$ cat config.mk
export PLATFORM = sky130hd
export DESIGN_NAME = vga_sync_gen
export DESIGN_NICKNAME = d
export VERILOG_FILES = /design/src/rtl/vga_timing_pkg.sv /design/src/rtl/sync_delay_line.sv /design/src/rtl/vga_sync_gen.sv
export SDC_FILE = /design/constraint.sdc
export NUM_CORES = 1
export LEC_CHECK = 0
export BUFFER_PORTS_ARGS = -buffer_cell sky130_fd_sc_hd__buf_2
export CAP_MARGIN = 10
export CORE_ASPECT_RATIO = 1.5
export CORE_MARGIN = 2
export CORE_UTILIZATION = 51
export CTS_BUF_LIST = sky130_fd_sc_hd__clkbuf_8
export CTS_CLUSTER_SIZE = 25
export DETAILED_ROUTE_END_ITERATION = 12
export PLACE_DENSITY_LB_ADDON = 0.2
export SLEW_MARGIN = 10
export SYNTH_ARGS = -nofsm -noshare
export SYNTH_HDL_FRONTEND = slang
export SYNTH_SLANG_ARGS = --single-unit
$ cat constraint.sdc
create_clock -name CLK -period 1.7 [get_ports CLK]
set_input_delay 0.425 -clock CLK [delete_from_list [all_inputs] [get_ports CLK]]
set_output_delay 0.425 -clock CLK [all_outputs]
set_load 0.1 [all_outputs]
$ cat src/rtl/vga_timing_pkg.sv
// Shared VGA 640x480@60 timing constants and small helpers for the sync generator.
package vga_timing_pkg;

  localparam int unsigned CntW = 10;
  typedef logic [CntW-1:0] cnt_t;

  typedef struct packed {
    logic hsync;
    logic vsync;
  } sync_t;

  localparam int unsigned HActive    = 640;
  localparam int unsigned HFp        = 16;
  localparam int unsigned HSync      = 96;
  localparam int unsigned HBp        = 48;
  localparam int unsigned HTotal     = HActive + HFp + HSync + HBp;
  localparam int unsigned HSyncStart = HActive + HFp;
  localparam int unsigned HSyncEnd   = HSyncStart + HSync - 1;

  localparam int unsigned VActive    = 480;
  localparam int unsigned VFp        = 10;
  localparam int unsigned VSync      = 2;
  localparam int unsigned VBp        = 33;
  localparam int unsigned VTotal     = VActive + VFp + VSync + VBp;
  localparam int unsigned VSyncStart = VActive + VFp;
  localparam int unsigned VSyncEnd   = VSyncStart + VSync - 1;

  // Inclusive window test used for both sync pulses.
  function automatic logic in_window(input cnt_t v, input cnt_t lo, input cnt_t hi);
    return (v >= lo) && (v <= hi);
  endfunction

endpackage

$ cat src/rtl/sync_delay_line.sv
// Enable-qualified shift register that delays the {hsync, vsync} pair; resets to 1.
module sync_delay_line
  import vga_timing_pkg::*;
#(
  parameter int unsigned Depth = 1
) (
  input  logic       CLK,
  input  logic       RST,
  input  logic       en,
  input  logic [1:0] sync_in,
  output logic [1:0] sync_out
);

  if (Depth == 0) begin : g_bypass
    assign sync_out = sync_in;
  end else begin : g_shift
    logic [1:0] stage_q [Depth];

    always_ff @(posedge CLK or negedge RST) begin
      if (!RST) begin
        for (int unsigned i = 0; i < Depth; i++) begin
          stage_q[i] <= 2'b11;
        end
      end else if (en) begin
        stage_q[0] <= sync_in;
        for (int unsigned i = 1; i < Depth; i++) begin
          stage_q[i] <= stage_q[i-1];
        end
      end
    end

    assign sync_out = stage_q[Depth-1];
  end

endmodule

$ cat src/rtl/vga_sync_gen.sv
// VGA timing generator: pixel/line counters, blanking flags, delayed syncs, frame pulse.
module vga_sync_gen
  import vga_timing_pkg::*;
#(
  parameter int unsigned H_ACTIVE   = HActive,
  parameter int unsigned H_FP       = HFp,
  parameter int unsigned H_SYNC     = HSync,
  parameter int unsigned H_BP       = HBp,
  parameter int unsigned V_ACTIVE   = VActive,
  parameter int unsigned V_FP       = VFp,
  parameter int unsigned V_SYNC     = VSync,
  parameter int unsigned V_BP       = VBp,
  parameter int unsigned SYNC_DELAY = 1
) (
  input  logic            CLK,
  input  logic            RST,
  input  logic            pix_en,
  output logic [CntW-1:0] col,
  output logic [CntW-1:0] row,
  output logic            hnotactive,
  output logic            vnotactive,
  output logic            hsync,
  output logic            vsync,
  output logic            frame_start
);

  localparam cnt_t HLast   = cnt_t'(H_ACTIVE + H_FP + H_SYNC + H_BP - 1);
  localparam cnt_t VLast   = cnt_t'(V_ACTIVE + V_FP + V_SYNC + V_BP - 1);
  localparam cnt_t HAct    = cnt_t'(H_ACTIVE);
  localparam cnt_t VAct    = cnt_t'(V_ACTIVE);
  localparam cnt_t HsFirst = cnt_t'(H_ACTIVE + H_FP);
  localparam cnt_t HsLast  = cnt_t'(H_ACTIVE + H_FP + H_SYNC - 1);
  localparam cnt_t VsFirst = cnt_t'(V_ACTIVE + V_FP);
  localparam cnt_t VsLast  = cnt_t'(V_ACTIVE + V_FP + V_SYNC - 1);

  cnt_t  col_q, col_d, row_q, row_d;
  logic  hnot_q, hnot_d, vnot_q, vnot_d;
  logic  fs_q, fs_d;
  logic  col_wrap, row_wrap;
  sync_t sync_raw, sync_dly;

  always_comb begin
    col_wrap = (col_q == HLast);
    row_wrap = (row_q == VLast);
    col_d    = col_wrap ? '0 : col_q + cnt_t'(1);
    row_d    = row_q;
    if (col_wrap) begin
      row_d = row_wrap ? '0 : row_q + cnt_t'(1);
    end
    // Flags follow the next count so they flip on the same edge as col/row.
    hnot_d = (col_d >= HAct);
    vnot_d = (row_d >= VAct);
    // Only a real wrap to (0,0) marks a frame; the post-reset (0,0) never does.
    fs_d   = pix_en && col_wrap && row_wrap;
  end

  always_ff @(posedge CLK or negedge RST) begin
    if (!RST) begin
      col_q  <= '0;
      row_q  <= '0;
      hnot_q <= 1'b0;
      vnot_q <= 1'b0;
    end else if (pix_en) begin
      col_q  <= col_d;
      row_q  <= row_d;
      hnot_q <= hnot_d;
      vnot_q <= vnot_d;
    end
  end

  // The frame pulse runs on every clock so it lasts exactly one cycle.
  always_ff @(posedge CLK or negedge RST) begin
    if (!RST) begin
      fs_q <= 1'b0;
    end else begin
      fs_q <= fs_d;
    end
  end

  always_comb begin
    sync_raw.hsync = !in_window(col_q, HsFirst, HsLast);
    sync_raw.vsync = !in_window(row_q, VsFirst, VsLast);
  end

  sync_delay_line #(
    .Depth(SYNC_DELAY)
  ) u_sync_delay_line (
    .CLK     (CLK),
    .RST     (RST),
    .en      (pix_en),
    .sync_in (sync_raw),
    .sync_out(sync_dly)
  );

  assign col         = col_q;
  assign row         = row_q;
  assign hnotactive  = hnot_q;
  assign vnotactive  = vnot_q;
  assign hsync       = sync_dly.hsync;
  assign vsync       = sync_dly.vsync;
  assign frame_start = fs_q;

endmodule
Yosys cells after proc, flatten, opt, wreduce, memory -nomap -nowiden
Cells that the tools add are included.
{"block": "totals", "ff_bits": 25, "latchBits": 0, "ram_bits": 0, "rom_bits": 0, "inputBits": 3, "out_inout_bits": 25, "wordCells": 25, "n_memories": 0}
{"block": "classes", "n_addsub": 2, "n_mul": 0, "n_div": 0, "order_cmp": 6, "n_eq_ne": 2, "shift": 0, "mux": 3, "bitwise": 0, "reduce_logical": 6}
{"cell": "$mux W10", "count": 3}
{"cell": "$add A10 B1 Y10 const B", "count": 2}
{"cell": "$eq A10 B10 Y1 const B", "count": 2}
{"cell": "$ge A10 B10 Y1 const B", "count": 2}
{"cell": "$ge A10 B9 Y1 const B", "count": 2}
{"cell": "$le A10 B10 Y1 const B", "count": 1}
{"cell": "$le A10 B9 Y1 const B", "count": 1}
{"cell": "$logic_and A1 B1 Y1", "count": 4}
{"cell": "$logic_not A1 Y1", "count": 2}

Depth between registers and ports, before layout
Gate-level depths: netlist of the first run.
{"block": "logic_depth", "depth_word": 4, "depth_mapped": 7, "depth_no_buf": 7}

Hierarchy
Synthesis of the first run repeated with hierarchy kept, for this count alone.
{"block": "hier_totals", "hier_cells": 162, "area_unflattened_um2": 1483.9}
{"module": "vga_sync_gen", "n_inst": 1, "cells_each": 158, "area_per_inst_um2": 1408.9, "seq_area_each_um2": 575.6}
{"module": "sync_delay_line", "n_inst": 1, "cells_each": 4, "area_per_inst_um2": 75.1, "seq_area_each_um2": 52.6}

Least setup slack after synthesis of the first run
No wires, ideal clock.
{"block": "synth_timing", "kind": "register -> register", "start": "reg row_q[1], in the netlist row[1]", "end": "reg vnot_q, in the netlist vnotactive", "setup_ns": 0.067, "t_arrival_ns": 2.315, "required_ns": 1.633, "path_slack_ns": -0.682, "stages_incl_launch_ff": 8, "path_buffers": 0, "synth_period_minus_slack_ns": 2.382, "cell_sequence": "dfrtp_1 ha_1 nand3_1 or3_4 nor3_2 o21ai_1 a22oi_1 o22a_1"}
{"block": "synth_via", "elab_chain_len": 4, "word_cells_on_any_way": 5, "classes_between": "1 x add/sub; 1 x order compare; 1 x eq/ne; 2 x mux"}
{"element": "start, declared", "line_no": "vga_sync_gen.sv:36", "text": "cnt_t col_q, col_d, row_q, row_d;"}
{"element": "start signal, assigned", "line_no": "vga_sync_gen.sv:65", "text": "row_q <= row_d;"}
{"element": "$add A10 B1 Y10 / $eq A10 B10 Y1 (equally long branches)", "line_no": "vga_sync_gen.sv:48, vga_sync_gen.sv:44"}
{"element": "$mux W10", "line_no": "vga_sync_gen.sv:48", "text": "row_d = row_wrap ? '0 : row_q + cnt_t'(1);"}
{"element": "$mux W10 *", "line_no": "vga_sync_gen.sv:47", "text": "if (col_wrap) begin"}
{"element": "$ge A10 B9 Y1 *", "line_no": "vga_sync_gen.sv:52", "text": "vnot_d = (row_d >= VAct);"}
{"element": "end signal, assigned", "line_no": "vga_sync_gen.sv:67", "text": "vnot_q <= vnot_d;"}
{"element": "end, declared", "line_no": "vga_sync_gen.sv:37", "text": "logic hnot_q, hnot_d, vnot_q, vnot_d;"}
Every way passes the cells marked *; elsewhere a longest branch is shown, timed or not.
A chain may end at the register's enable or synchronous reset.

Worst setup path after layout of the first run
{"block": "layout_timing", "start": "reg col_q[6], in the netlist col[6]", "end": "reg row_q[4], in the netlist row[4]"}
{"block": "layout_via", "elab_chain_len": 2}
{"element": "start, declared", "line_no": "vga_sync_gen.sv:36"}
{"element": "start signal, assigned", "line_no": "vga_sync_gen.sv:64", "text": "col_q <= col_d;"}
{"element": "$eq A10 B10 Y1", "line_no": "vga_sync_gen.sv:43", "text": "col_wrap = (col_q == HLast);"}
{"element": "$mux W10", "line_no": "vga_sync_gen.sv:47"}
No other way between the ends.

==> results of run 1 <==
## power by group
part | switching (uW) | internal, uW | leakage, uW
clock network | 190 | 166 | 0.0000217
registers | 99.1 | 697 | 0.000290
logic | 648 | 190 | 0.000472
total | 937 | 1050 | 0.000783
## per-layer routing
layer  wire length, microns  up-vias  share of wire  track usage
met3                    120        8          0.031      0.02321
met2                   2168       42           0.57       0.4321
met1                   1467      696           0.38       0.2545
met5                      0        -              0            0
li1                       -      674              -            -
met4                     76        0          0.020       0.1048
## synth_stat cells (3+ instances only)
master | n | area (sq um)
o21ai_0 | 4 | 20.02
a21oi_1 | 3 | 15.01
nor2_1 | 15 | 56.30
inv_1 | 7 | 26.28
xnor2_1 | 4 | 35.03
dfrtp_1 | 23 | 575.6
a31oi_1 | 3 | 18.77
o311ai_1 | 3 | 26.28
or3_1 | 3 | 18.77
clkbuf_1 | 4 | 15.01
nand4_1 | 6 | 37.54
nand2_1 | 14 | 52.55
and3_1 | 3 | 18.77
o31ai_1 | 5 | 37.54
nand3_1 | 12 | 60.06
ha_1 | 5 | 62.56
buf_2 | 3 | 15.01
o21ai_1 | 15 | 75.07
nor3_2 | 3 | 30.03
## metrics by stage
stage / TNS, ns / std cells / hold WS [ns] / power (uW) / setup WS (ns)
6_report: 0 / 242 / 0.1326 / 1989 / 0.004951
5_1_grt: -0.2934 / 242 / 0.1667 / 2083 / -0.07618
4_1_cts: 0 / 240 / 0.1546 / 1993 / 0.004076
3_5_place_dp: -0.001944 / 236 / 0.4535 / 1639 / -0.001944
3_3_place_gp: 0 / 236 / 0.4393 / 1621 / 0.02848
2_1_floorplan: -0.9626 / 166 / 0.1294 / 1460 / -0.1826
## state kept, by name (all words and copies together) (netlist names)
name                        flops
frame_start                     1
row                            10
hnotactive                      1
vnotactive                      1
u_sync_delay_line.sync_out      2
col                            10
## worst max-delay path by stage
| stage | startpoint | endpoint | slack (ns) | cells past startpoint |
|---|---|---|---|---|
| 4_1_cts | col[6] | row[4] | 0.004 | 5 |
| 3_5_place_dp | row[0] | vnotactive | -0.002 | 7 |
| 5_1_grt | col[0] | vnotactive | -0.08 | 8 |
| 6_report | col[6] | row[4] | 0.005 | 5 |
| 2_1_floorplan | col[5] | row[4] | -0.18 | 6 |
| 3_3_place_gp | col[1] | vnotactive | 0.03 | 8 |
## critical path, stage by stage, from the launching register on
cell	delay (ns)
dfrtp_4	0.52
nor4b_4	0.31
nand4_1	0.18
or3_4	0.37
nor3b_2	0.16
a21o_1	0.10
## kinds of logic after synthesis
family                     Yosys count
AOI/OAI and AO/OA                   40
xor gates and xnor gates             5
adders and majority gates            5
buffers and inverters               16
DFF                                 25
muxes                                1
and+or+nand+nor                     74
## layout make-up
cell class | count | area, sq um
Multi-Input combinational cell | 125 | 922.1
Fill cell | 229 | 827.0
Sequential cell | 25 | 683.2
Timing Repair Buffer | 42 | 296.5
Tap cell | 39 | 48.80
Clock buffer | 3 | 41.29
Inverter | 7 | 26.28
Clock inverter | 1 | 7.507
## timing repair
| action | CTS | global route |
|---|---|---|
| gates resized for setup | 1 | 14 |
| setup endpoints to repair | 3 | 13 |
| hold endpoints to repair | 0 | 0 |
| setup buffers | 0 | 2 |
| pin swaps | 4 | 10 |
==> impl_metrics.ini, run 1 <==
[synthesis]
synth_edf_count = 0
avgSynthCellArea_sq_um = 9.083
synth_fa_ha_area_frac = 0.04149
synth_compound_area_frac = 0.1643
yosys.area_share.simple = 0.2896
synth_seq_cells = 25
synth-xor-area-share = 0.02905
ys_dominant_reg_cell = dfrtp_1
synth.mux.area_fraction = 0.006639
yosys_warnings = 0
synth_cells = 166
synth.distinct_cells = 43
ys_seq_area_frac = 0.4166
synth_top_family_by_area = simple AND/OR/NAND/NOR gates
async_flop_share = 1.000
syn_area_sq_mm = 0.001508
synth_nets = 174

[critical_path]
crit_arrival_ns = 1.91
crit_type = flop to flop
worstPathRequired_ns = 1.91
crit_path_start_kind = flop
reg2reg_to = row[4]
reg2reg_depth = 5
reg2reg_from = col[6]
end_kind = flop
worstPathMaxFanout = 4
reg2reg_slack_ns = 0.005

[layout]
num_antenna_cells = 0
finalInstanceArea_sq_mm = 0.002026
mostFrequentLayoutCells = buf_2 (22), o21ai_1 (16), nor2_1 (14), nand2_1 (13), buf_4 (13)
utilization = 0.7101
final_common_cell = buf_2
drive_gt1_frac = 0.4532
nets = 212
area_growth_syn_to_layout_pct = 34.36

[sta]
setup-violations-final = 0
finalHoldViolCount = 0
relSlewSlack = 0.6258
finClkSkew_ns = 0.008293
rsz0062_at_grt = true
fmax_mhz = 590.0
min_period_ns = 1.695
slew_violations = 0
worst_pin_slew_ns = 0.5612
min_period_over_period = 0.9971

[run]
max_cap_viol_count = 0

[clock_network]
cts_buffers = 3
holdBufCountCts = 0
htreeDepth = 1
cts_tree = done
root_buffer = clkbuf_8
ctsLongestPathBuffers = 2
clock-sinks = 25
insertion_delay_ns = 0.27
clk_pin_slew_worst_paths_ns = 0.09

[placement]
placed_cell_area_sq_mm = 0.001889
portBuffers = 27
place_congestion = 0.8961
place_hpwl_microns = 2860

[die]
die_y_microns = 70.59
ios = 28
core-area_sq_mm = 0.002853
dieArea_sq_mm = 0.003416
die_w_microns = 48.40
start_util = 0.5285
row_count = 24

[drt]
ant_nets = 0
vias = 1420
postRouteWirelength_microns = 3832
vias_per_cell = 5.868
drc = 0
drtPass1Iterations = 4
drt_iter0_markers = 29
wire_per_inst_microns = 15.83

[global_route]
grt_pass1_wl_microns = 6203
grt_max_degree = 26
grt_usage = 0.2282
grt_pass1_vias = 1429
overflow = 0
antenna_found_initial = 0

[pwr]
powerDensity_mw_per_mm2 = 982.1
ir_drop_v = 0.0009917
leakagePower_uw = 0.0007835

[run_status]
status = completed

[worst_hold_path]
hold_path_class = primary input to asynchronous set/reset pin
Power figures use the tool's default switching activity.
==> inputs of run 2 (changes only) <==
--- a/config.mk
+++ b/config.mk
@@ -9,10 +9,11 @@
 export CAP_MARGIN = 10
 export CORE_ASPECT_RATIO = 1.5
 export CORE_MARGIN = 2
-export CORE_UTILIZATION = 51
+export CORE_UTILIZATION = 45
 export CTS_BUF_LIST = sky130_fd_sc_hd__clkbuf_8
 export CTS_CLUSTER_SIZE = 25
 export DETAILED_ROUTE_END_ITERATION = 12
+export MAX_ROUTING_LAYER = met4
 export PLACE_DENSITY_LB_ADDON = 0.2
 export SLEW_MARGIN = 10
 export SYNTH_ARGS = -nofsm -noshare
==> impl_metrics.ini, run 2 (synthesis results as in run 1) <==
[pwr]
netSwitchingPower_uw = 938.2
power_frac_seq = 0.398
p_int_uw = 1053
swShare = 0.4713
leakagePower_uw = 0.0008530
ir_drop_v = 0.0008811
comb_power_share = 0.429
powerDensity_mw_per_mm2 = 927.2
clock_power_share = 0.173

[worst_hold_path]
hold_path_class = primary input to asynchronous set/reset pin

[drt]
wl_met3_microns = 151
met2_length_microns = 2213
drt_iter0_markers = 39
drtPass1Iterations = 4
dr.max_layer_used = met4
ant_nets = 0
vias_per_cell = 5.746
wire_per_inst_microns = 16.31
postRouteWirelength_microns = 4109
vias = 1448
wl_met1_microns = 1547
drc = 0

[layout]
finalInstanceArea_sq_mm = 0.002147
seqCellArea_sq_um = 683.2
nets = 221
multi_input_area_sq_um = 972.2
area_growth_syn_to_layout_pct = 42.41
stdcell_count = 252
fillers = 272
drive_gt1_frac = 0.5142
mostFrequentLayoutCells = buf_4 (24), buf_2 (18), o21ai_1 (16), nor2_1 (14)
num_antenna_cells = 0
final_common_cell = buf_4

[global_route]
grt_max_degree = 26
overflow = 0
antenna_found_initial = 0
grt_pass1_wl_microns = 6444
grt_pass1_vias = 1414
grt_usage = 0.2330

[die]
start_util = 0.4725
die_w_microns = 51.26
ios = 28
core-area_sq_mm = 0.003191
row_count = 25
die_y_microns = 74.89
dieArea_sq_mm = 0.003839

[sta]
fmax_mhz = 592.2
slew_violations = 0
min_period_over_period = 0.9934
setup-violations-final = 0
relSlewSlack = 0.6148
worst_pin_slew_ns = 0.5778
finalHoldViolCount = 0
rsz0062_at_grt = true
min_period_ns = 1.689
finClkSkew_ns = 0.005723

[clock_network]
htreeDepth = 1
clk_pin_slew_worst_paths_ns = 0.09
cts_buffers = 3
root_buffer = clkbuf_8
holdBufCountCts = 0
ctsLongestPathBuffers = 2
clock-sinks = 25
insertion_delay_ns = 0.27
cts_tree = done

[critical_path]
crit_slowest_cell = dfrtp_4
critPathMaxStageDelay_ns = 0.51
end_kind = flop
crit_chain = buf_4 > and3_1 > nand3_1 > nor3b_2 > o21ai_1 > a22oi_2 > o22a_1
crit_family = compound AO/OA/AOI/OAI gates
crit_type = flop to flop
crit_path_start_kind = flop
worstPathRequired_ns = 1.86
reg2reg_slack_ns = 0.01
crit_arrival_ns = 1.85
cp.depth = 7
worstPathMaxFanout = 3
worst-path-buf-inv = 1
reg2reg_depth = 7

[placement]
place_hpwl_microns = 3009
place_congestion = 1.030
portBuffers = 27
placed_cell_area_sq_mm = 0.001921
dp_cells = 241

[run]
max_cap_viol_count = 0

[run_status]
status = completed
run 2: timing repair:
item / 4_1_cts / 5_1_grt
setup buffers: 4 / 3
setup endpoints to repair: 11 / 12
pin swaps: 7 / 12
gates resized for setup: 9 / 21
run 2: worst paths after layout:
kind	from	end
max reg2reg	row[0]	vnotactive
min in group CLK	hnotactive	hnotactive
max in group asynchronous	RST	col[6]
min	RST	col[3]
min reg2reg	hnotactive	hnotactive
max	row[0]	vnotactive
run 2: stage by stage:
stage | power [uW] | hold slack (ns) | util | TNS (ns) | worst slack [ns]
after floorplan | 1460 | 0.1294 | - | -0.9626 | -0.1826
after global placement | 1623 | 0.4475 | 0.6020 | -0.3805 | -0.1404
after detailed placement | 1641 | 0.4595 | 0.6020 | -0.4255 | -0.1691
after CTS | 1998 | 0.1641 | 0.6376 | 0 | 0.003001
after global routing | 2084 | 0.1896 | 0.6729 | -0.2387 | -0.08486
final | 1991 | 0.1500 | 0.6729 | 0 | 0.01129
run 2: cell type report:
cell class              instances  share of cell area
well taps                      40             0.02331
multi-input cells             125              0.4528
repair buffers                 51              0.1725
clock buffers                   3             0.01923
flip-flops and latches         25              0.3182
clock inverters                 1            0.001748
inverters                       7             0.01224
run 2: per-layer routing:
layer,vias up,global-route usage
li1,692,-
met1,689,0.2465
met2,49,0.4271
met3,18,0.02579
met4,0,0.1140
met5,-,-
run 2: power groups by stage:
stage | sequential (uW) | clock (uW) | combinational (uW)
4_1_cts | 793 | 362 | 843
3_5_place_dp | 805 | 0 | 836
6_report | 792 | 345 | 854
5_1_grt | 805 | 381 | 898
2_1_floorplan | 1280 | 0 | 181
3_3_place_gp | 796 | 0 | 826
run 2: worst reg2reg max path, delay by kind of cell, from the launching register on:
family	cells	cell delay (ns)
AOI/OAI and AO/OA	3	0.53
and+or+nand+nor	3	0.40
buffers and inverters	1	0.15
DFF	1	0.51
==> inputs of run 3 (changes only) <==
--- a/config.mk
+++ b/config.mk
@@ -14,7 +14,7 @@
 export CTS_CLUSTER_SIZE = 25
 export DETAILED_ROUTE_END_ITERATION = 12
 export MAX_ROUTING_LAYER = met4
-export PLACE_DENSITY_LB_ADDON = 0.2
+export PLACE_DENSITY = 0.8
 export SLEW_MARGIN = 10
 export SYNTH_ARGS = -nofsm -noshare
 export SYNTH_HDL_FRONTEND = slang
==> constraint.sdc (replaced) <==
create_clock -name CLK -period 1.5 [get_ports CLK]
set_input_delay 0.375 -clock CLK [delete_from_list [all_inputs] [get_ports CLK]]
set_output_delay 0.375 -clock CLK [all_outputs]
set_load 0.1 [all_outputs]
==> impl_metrics.ini, run 3 (synthesis results as in run 1) <==
[die]
ios = 28
row_count = 25
die_y_microns = 74.89
dieArea_sq_mm = 0.003839
die_w_microns = 51.26
core-area_sq_mm = 0.003191
start_util = 0.4725

[pwr]
powerDensity_mw_per_mm2 = 971.3
netSwitchingPower_uw = 1211
leakagePower_uw = 0.001143
power_frac_seq = 0.322
ir_drop_v = 0.001414
comb_power_share = 0.524
swShare = 0.4438
p_int_uw = 1518
clock_power_share = 0.154

[critical_path]
reg2reg_to = vnotactive
reg2reg_from = row[0]
crit_path_start_kind = flop
crit_arrival_ns = 1.98
startpoint = row[0]
reg2reg_slack_ns = -0.30
reg2reg_depth = 7
crit_type = flop to flop
end_kind = flop
endpoint = vnotactive
worstPathMaxFanout = 4
worstPathRequired_ns = 1.68

[sta]
min_period_over_period = 1.199
holdWs_ns = 0.08826
setup-violations-final = 22
worst_slack_ns = -0.2982
fmax_mhz = 556.1
tns_ns = -3.704
relSlewSlack = 0.5992
finalHoldViolCount = 0
slew_violations = 0
rsz0062_at_grt = true
min_period_ns = 1.798
worst_pin_slew_ns = 0.6012
finClkSkew_ns = 0.006376

[layout]
num_antenna_cells = 0
nets = 254
area_growth_syn_to_layout_pct = 86.39
final_common_cell = buf_4
finalInstanceArea_sq_mm = 0.002810
mostFrequentLayoutCells = buf_4 (38), buf_12 (22), buf_6 (18), nand2_1 (12), dfrtp_4 (12)
drive_gt1_frac = 0.6367

[drt]
drt_iter0_markers = 141
vias = 1831
postRouteWirelength_microns = 6705
drc = 0
vias_per_cell = 6.425
drtPass1Iterations = 4
wire_per_inst_microns = 23.53
ant_nets = 0

[clock_network]
cts_buffers = 3
root_buffer = clkbuf_8
clock-sinks = 25
htreeDepth = 1
clk_pin_slew_worst_paths_ns = 0.09
ctsLongestPathBuffers = 2
cts_tree = done
insertion_delay_ns = 0.28
holdBufCountCts = 0

[run_status]
violations = negative setup slack
status = complete, but fails checks

[global_route]
grt_usage = 0.3330
overflow = 0
grt_pass1_wl_microns = 9032
grt_pass1_vias = 1816
grt_max_degree = 26
antenna_found_initial = 0

[placement]
place_congestion = 1.117
pre_cts_ws_ns = -0.2190
portBuffers = 27
placed_cell_area_sq_mm = 0.002441
place_hpwl_microns = 3774

[run]
max_cap_viol_count = 0

[worst_hold_path]
hold_path_class = primary input to asynchronous set/reset pin
## run 3: worst max-delay path, stage by stage, from the launching register on
cell and delay [ns]:
dfrtp_4 0.46, ha_4 0.16, nand3_4 0.11, nor2_1 0.38, o21ai_2 0.15, nand3_1 0.15, a22oi_1 0.11, o22a_1 0.17
## run 3: cell type report
class / instances / area [sq um]
fillers: 157 / 380.4
well taps: 40 / 50.05
clock buffers: 3 / 41.29
repair buffers: 84 / 968.4
clock inverters: 1 / 3.754
inverters: 7 / 26.28
flip-flops and latches: 25 / 683.2
multi-input cells: 125 / 1037
## run 3: power by group through the flow
| stage | Clock (uW) | Sequential, uW | Combinational, uW |
|---|---|---|---|
| finish | 420 | 880 | 1430 |
| CTS | 411 | 871 | 1310 |
| global placement | 0 | 877 | 1250 |
| global route | 456 | 886 | 1480 |
| floorplan | 0 | 1450 | 206 |
| detailed placement | 0 | 888 | 1300 |
## run 3: repair_timing
item	4_1_cts	5_1_grt
gates resized for setup	16	43
hold endpoints to repair	0	0
endpoints found under the setup margin	18	33
buffers inserted	5	8
pin swaps	8	15
## run 3: worst min-delay path by stage
stage,startpoint,end,slack (ns),cells after the start
after floorplan,RST,col[8],0.08,0
after global placement,RST,col[4],0.39,1
after detailed placement,RST,col[4],0.41,1
after CTS,RST,row[4],0.10,1
after global routing,RST,col[6],0.12,1
final,RST,col[5],0.09,1
## run 3: routing by layer
metal	up-vias	GRT usage	part of all wire	routed length, microns
met4	0	0.2281	0.072	486
met5	-	-	0	0
met2	119	0.6003	0.53	3560
met3	44	0.04167	0.060	399
met1	908	0.3299	0.34	2259
li1	760	-	-	-
## run 3: metrics by stage
| step | power [uW] | util | instances |
|---|---|---|---|
| floorplan | 1656 | - | 166 |
| global placement | 2132 | 0.7651 | 270 |
| detailed placement | 2191 | 0.7651 | 270 |
| CTS | 2596 | 0.8090 | 279 |
| global route | 2818 | 0.8808 | 285 |
| finish | 2730 | 0.8808 | 285 |
